$ cat config.mk
export PLATFORM = sky130hd
export DESIGN_NAME = rom_byte_streamer_flat
export DESIGN_NICKNAME = d
export VERILOG_FILES = /design/src/rtl/rom_byte_streamer_if.sv /design/src/rtl/rom_byte_streamer.sv /design/src/flat_wrapper.sv
export SDC_FILE = /design/constraint.sdc
export NUM_CORES = 1
export LEC_CHECK = 0
export ABC_CLOCK_PERIOD_IN_PS = 5800
export BUFFER_PORTS_ARGS = -buffer_cell sky130_fd_sc_hd__buf_4
export CAP_MARGIN = 20
export CORE_ASPECT_RATIO = 1.25
export CORE_MARGIN = 2
export CORE_UTILIZATION = 45
export DETAILED_ROUTE_END_ITERATION = 8
export PLACE_DENSITY_LB_ADDON = 0.2
export SKIP_CTS_REPAIR_TIMING = 1
export SYNTH_ARGS = -nofsm -noshare
export SYNTH_HDL_FRONTEND = slang
export SYNTH_SLANG_ARGS = --single-unit
$ cat constraint.sdc
create_clock -name clk -period 5.8 [get_ports clk]
set_clock_uncertainty 0.2 [all_clocks]
set_input_delay 0.29 -clock clk [delete_from_list [all_inputs] [get_ports clk]]
set_output_delay 0.29 -clock clk [all_outputs]
set_load 0.02 [all_outputs]
$ cat src/rtl/rom_byte_streamer_if.sv
// Byte stream carrying one symbol per transfer, tagged with its byte address.
// A transfer happens on a rising clock edge when out_valid and out_ready are both high.
interface rom_byte_streamer_if #(
  parameter int BYTE_W = 8,
  parameter int BADR_W = 10
);
  logic              out_valid;
  logic              out_ready;
  logic [BYTE_W-1:0] out_byte;
  logic [BADR_W-1:0] out_badr;

  modport master (
    output out_valid,
    output out_byte,
    output out_badr,
    input  out_ready
  );

  modport slave (
    input  out_valid,
    input  out_byte,
    input  out_badr,
    output out_ready
  );
endinterface

$ cat src/rtl/rom_byte_streamer.sv
// ROM dumper: walks an inclusive, wrapping word-address range and serialises each word
// into address-tagged bytes on a valid/ready stream, LSB-first or MSB-first.
//
//   state   | meaning
//   --------+-------------------------------------------------------------
//   S_IDLE  | waiting for start; range and byte order latched on start
//   S_FETCH | rom_adr held for ROM_LAT+1 cycles, word captured on last edge
//   S_EMIT  | out_valid high, one byte per transfer, k walks up or down
//   S_DONE  | one-cycle done pulse with busy low, then back to idle
module rom_byte_streamer #(
  parameter int ADDR_W  = 8,
  parameter int WORD_W  = 32,
  parameter int BYTE_W  = 8,
  parameter int ROM_LAT = 1
) (
  input  logic              clk,
  input  logic              rst,
  input  logic              start,
  input  logic              abort,
  input  logic [ADDR_W-1:0] first_adr,
  input  logic [ADDR_W-1:0] last_adr,
  input  logic              msb_first,
  output logic [ADDR_W-1:0] rom_adr,
  input  logic [WORD_W-1:0] rom_data,
  output logic              busy,
  output logic              done,
  rom_byte_streamer_if.master strm
);

  localparam int NB     = WORD_W / BYTE_W;
  localparam int KW     = (NB > 1) ? $clog2(NB) : 1;
  localparam int BADR_W = ADDR_W + $clog2(NB);
  localparam int LW     = (ROM_LAT > 0) ? $clog2(ROM_LAT + 1) : 1;

  localparam logic [KW-1:0] K_MAX  = KW'(NB - 1);
  localparam logic [LW-1:0] LAT_LD = LW'(ROM_LAT);

  typedef enum logic [1:0] {S_IDLE, S_FETCH, S_EMIT, S_DONE} state_t;

  state_t            state;
  logic [ADDR_W-1:0] words_left;
  logic [LW-1:0]     fetch_cnt;
  logic [WORD_W-1:0] word;
  logic [KW-1:0]     k;
  logic              msb;

  logic [KW-1:0]     k_first;
  logic [KW-1:0]     k_last;
  logic [KW-1:0]     k_nxt;

  function automatic logic [BYTE_W-1:0] pick(input logic [WORD_W-1:0] w,
                                             input logic [KW-1:0]     idx);
    logic [BYTE_W-1:0] b;
    b = '0;
    for (int i = 0; i < NB; i++) begin
      if (idx == KW'(i)) b = w[i*BYTE_W +: BYTE_W];
    end
    return b;
  endfunction

  // Kept in BADR_W bits so the top-word to word-0 wrap also wraps the byte address.
  function automatic logic [BADR_W-1:0] badr_of(input logic [ADDR_W-1:0] a,
                                                input logic [KW-1:0]     idx);
    logic [BADR_W-1:0] base;
    base = BADR_W'(a) * BADR_W'(NB);
    return base + BADR_W'(idx);
  endfunction

  always_comb begin
    k_first = msb ? K_MAX : '0;
    k_last  = msb ? '0 : K_MAX;
    k_nxt   = msb ? (k - KW'(1)) : (k + KW'(1));
  end

  always_ff @(posedge clk or posedge rst) begin
    if (rst) begin
      state          <= S_IDLE;
      words_left     <= '0;
      fetch_cnt      <= '0;
      word           <= '0;
      k              <= '0;
      msb            <= 1'b0;
      rom_adr        <= '0;
      busy           <= 1'b0;
      done           <= 1'b0;
      strm.out_valid <= 1'b0;
      strm.out_byte  <= '0;
      strm.out_badr  <= '0;
    end else begin
      done <= 1'b0;
      if (abort && (state != S_IDLE)) begin
        state          <= S_IDLE;
        strm.out_valid <= 1'b0;
        busy           <= 1'b0;
      end else begin
        case (state)
          S_IDLE: begin
            if (start) begin
              rom_adr    <= first_adr;
              words_left <= last_adr - first_adr;
              msb        <= msb_first;
              fetch_cnt  <= LAT_LD;
              busy       <= 1'b1;
              state      <= S_FETCH;
            end
          end
          S_FETCH: begin
            if (fetch_cnt == '0) begin
              word           <= rom_data;
              k              <= k_first;
              strm.out_byte  <= pick(rom_data, k_first);
              strm.out_badr  <= badr_of(rom_adr, k_first);
              strm.out_valid <= 1'b1;
              state          <= S_EMIT;
            end else begin
              fetch_cnt <= fetch_cnt - LW'(1);
            end
          end
          S_EMIT: begin
            if (strm.out_ready) begin
              if (k == k_last) begin
                strm.out_valid <= 1'b0;
                if (words_left == '0) begin
                  done  <= 1'b1;
                  busy  <= 1'b0;
                  state <= S_DONE;
                end else begin
                  words_left <= words_left - ADDR_W'(1);
                  rom_adr    <= rom_adr + ADDR_W'(1);
                  fetch_cnt  <= LAT_LD;
                  state      <= S_FETCH;
                end
              end else begin
                k             <= k_nxt;
                strm.out_byte <= pick(word, k_nxt);
                strm.out_badr <= badr_of(rom_adr, k_nxt);
              end
            end
          end
          S_DONE: begin
            state <= S_IDLE;
          end
          default: begin
            state <= S_IDLE;
          end
        endcase
      end
    end
  end

endmodule

$ cat src/flat_wrapper.sv
// flat-port wrapper written by rule: the top's interface ports become plain ports
module rom_byte_streamer_flat 
#(
  parameter int ADDR_W  = 8,
  parameter int WORD_W  = 32,
  parameter int BYTE_W  = 8,
  parameter int ROM_LAT = 1
)
  (clk, rst, start, abort, first_adr, last_adr, msb_first, rom_adr, rom_data, busy, done, strm_out_valid, strm_out_byte, strm_out_badr, strm_out_ready);
  rom_byte_streamer_if #(.BYTE_W(BYTE_W), .BADR_W(10)) strm_i ();
  input  logic clk;
  input  logic rst;
  input  logic start;
  input  logic abort;
  input  logic [ADDR_W-1:0] first_adr;
  input  logic [ADDR_W-1:0] last_adr;
  input  logic msb_first;
  output logic [ADDR_W-1:0] rom_adr;
  input  logic [WORD_W-1:0] rom_data;
  output logic busy;
  output logic done;
  output wire logic [$bits(strm_i.out_valid)-1:0] strm_out_valid;
  output wire logic [$bits(strm_i.out_byte)-1:0] strm_out_byte;
  output wire logic [$bits(strm_i.out_badr)-1:0] strm_out_badr;
  input wire logic [$bits(strm_i.out_ready)-1:0] strm_out_ready;
  assign strm_out_valid = strm_i.out_valid;
  assign strm_out_byte = strm_i.out_byte;
  assign strm_out_badr = strm_i.out_badr;
  assign strm_i.out_ready = strm_out_ready;
  rom_byte_streamer #(.ADDR_W(ADDR_W), .WORD_W(WORD_W), .BYTE_W(BYTE_W), .ROM_LAT(ROM_LAT)) u_core (.clk(clk), .rst(rst), .start(start), .abort(abort), .first_adr(first_adr), .last_adr(last_adr), .msb_first(msb_first), .rom_adr(rom_adr), .rom_data(rom_data), .busy(busy), .done(done), .strm(strm_i));
endmodule
==> results.md <==
* Initial Util at 0.4550
* Failing checks: negative hold slack
* Clock Latency Late Sink at 0.34 ns
* Total routed wirelength at 9859 microns
* Number of synthesized flops with an enable pin at 0
* Inst Count DP at 605
* Max Cap Viol at 0
* Ys Warns at 0
* Area grow syn2layout at 30.28%
* # fillers at 804
* R2R cell count at 7
* Gr usage total at 0.2114
* Worst path slowest cell: a211o_1
* Max stage delay on crit path at 0.78 ns
* CTS max path bufs at 2
* Compound-Gate Fraction of Synth Area at 0.2053
* Buffers on Ports at 82
* Leak Pwr at 2.450 nW
* Synth Area in Adders at 0.05970
* TritonRoute pass-1 iters at 4
* Setup crit start kind: register
* Worst setup margin at 2.346 ns
* Htree depth at 3
* CTS tree: yes
* Via count at 3511
* Largest family of logic cells by synthesized area: compound AO/OA/AOI/OAI gates
* Setup crit end kind: register
* Drt wl/cell at 15.29 microns
* Chip Height at 110.8 microns
* Worst hold path depth at 3
* 1st-iter DRT viols at 200
* Cell Rows at 39
* Antenna Violating Nets Remaining at 0
* Worst EP required at 5.83 ns
* Mean Syn Cell Area at 9.757 sq um
* Final Net Count at 590
* Synth area leader: dfrtp_1
* DR DRC count at 0
* Hold WS at -0.02185 ns
* Most frequent cell on the critical path: inv_1
* CTS sink count at 73
* Worst slew pin tran at 0.9666 ns
* DR vias/cell at 5.443
* Fin. Hold Viols at 6
* Share of cells above drive strength 1 at 0.2663
* Pwr dens at 571.4 nW/um^2
* Post-Syn Area at 4108 sq um
* I/O pins at 83
* Core Footprint at 9027 sq um
* Die Wd at 89.46 microns
* Mapped Nets at 494
* Pre-CTS setup slack at 2.391 ns
* Fin util at 0.5928
* Max FO, Critical Path at 49
* Root buffer cell: clkbuf_16
* HPWL after DPL at 6843 microns
* CP Cell Sequence: inv_1, ha_1, buf_4, inv_1, o211ai_1, a211o_1, mux2_2
* TNS Setup at 0 ns
* Inserted Clock Buffers at 9
* Final setup fails at 0
* Number of antenna violations at the first check in global routing at 0
* Global-route wire length before repair at 16330 microns
* Min Tclk post-route at 3.454 ns
* CTS clk-pin slew, worst paths at 0.06 ns
* Yosys reg bits at 73
* Xor/xnor share of the synthesized area at 0.01066
* Slew headroom at 0.3556
* Most common cell after layout, fill and taps aside: buf_4
* Mux share of post-synthesis cell area at 0.1173
* Die area at 9913 sq um
* CP Class: reg2reg
* Synth async-reset ratio at 1.000
* RSZ-0062 raised after global routing: false
* Arr. time, crit path at 3.48 ns
* Synth area leaders: dfrtp_1 44%, mux2_2 9.0%, a21oi_1 5.6%
* Peak VDD IR at 0.3588 mV
* Largest net degree at the start of global routing at 74
* Overflow after GRT at 0
* Seq/Total Area, Yosys at 0.4447
* Synth Area in Simple Gates at 0.1100
* Global placement routability congestion at 0.8360
* Period Utilization, post-route at 0.5955
* Outcome: finished with violations
* Commonest cells after routing, fill and taps aside: 85 x buf_4, 73 x dfrtp_1, 46 x a21oi_1
* Final max-slew violation count at 0
* Most used DFF post-synth: dfrtp_1
* Fin cells at 645
* Hold Path Class: in2reg
* Max Freq at 289.5 MHz
* Antenna Cells at 0
* Library cells used by synthesis at 49
* Vias in the first global route at 3373
* Yosys top cell area share at 0.4447
* Cells after synthesis at 421
cells by family (layout without fill, tap and decap cells):
kind of cell / count (synthesis) / in the layout
AO/OA/AOI/OAI: 135 / 135
XOR/XNOR: 5 / 5
flip-flops: 73 / 73
AND/OR/NAND/NOR: 94 / 94
adder cells (fa/ha/maj): 19 / 19
multiplexers: 44 / 44
buffers and inverters: 51 / 152
worst max-delay path: cells and delay by family, from the launching register on:
family | cells | cell delay (ns)
compound gates | 2 | 1.11
fa+ha+maj | 1 | 0.16
buf+inv | 3 | 1.00
flops | 1 | 0.42
mux | 1 | 0.41
sequential cells by signal, summed over array words and instances (netlist names):
signal and cells:
u_core.fetch_cnt 1, u_core.state 2, u_core.busy 1, u_core.strm.out_valid 1, u_core.rom_adr 8, u_core.msb 1, u_core.strm.out_byte 8, u_core.word 32
u_core.words_left 8, u_core.strm.out_badr 10, u_core.done 1
final timing paths:
check,startpoint,end,slack (ns)
max,u_core.state[0],u_core.strm.out_badr[7],2.35
min,rom_data[21],u_core.word[21],-0.02
min in group asynchronous,rst,u_core.word[13],0.03
min reg2reg,u_core.strm.out_badr[4],u_core.strm.out_badr[4],0.31
max reg2reg,u_core.state[0],u_core.strm.out_badr[7],2.35
max in group asynchronous,rst,u_core.state[1],4.75
cell type report:
class	count	area [sq um]	area share
clock buffer	9	225.2	0.04209
clock inverter	7	95.09	0.01777
inverter	27	101.3	0.01894
multi-input combinational	297	2071	0.3870
sequential	73	1827	0.3414
tap	123	153.9	0.02876
timing repair buffer	109	878.3	0.1641
metal layers:
layer	up-vias	track usage	routed length, microns
li1	1706	-	-
met1	1696	0.2789	4315
met2	93	0.3348	4963
met3	16	0.04095	398
met4	0	0.08955	181
met5	-	0	0
cell usage after synthesis, types with 2 or more instances:
| cell type | number |
|---|---|
| or4_1 | 2 |
| nand2b_1 | 2 |
| inv_1 | 27 |
| o31a_1 | 2 |
| a22o_1 | 10 |
| buf_2 | 7 |
| nand2_1 | 43 |
| o22ai_1 | 5 |
| o211a_1 | 2 |
| o21ai_0 | 34 |
| mux2i_1 | 11 |
| xor2_1 | 4 |
| nor2b_1 | 4 |
| nor3_1 | 6 |
| and3_1 | 2 |
| a2bb2oi_1 | 5 |
| buf_1 | 3 |
| dfrtp_1 | 73 |
| clkbuf_1 | 12 |
| a211o_1 | 2 |
| o211ai_1 | 3 |
| nand3_1 | 11 |
| o22a_1 | 2 |
| mux2_2 | 33 |
| ha_1 | 18 |
| nor2_1 | 13 |
| a22oi_1 | 8 |
| buf_6 | 2 |
| a211oi_1 | 6 |
| o32ai_1 | 3 |
| a21oi_1 | 46 |
| a21o_1 | 3 |
stage by stage:
stage	cell area (sq um)	total power, mW
after CTS	5111	3.063
after detailed placement	4791	2.448
after global routing	5351	3.293
final	5351	3.058
after global placement	4791	2.407
after floorplan	4108	2.042
power by group:
part           internal, mW  switching (mW)
clock                 0.375           0.218
sequential            0.769           0.216
combinational         0.683           0.796
(Power assumes the default switching activity.)
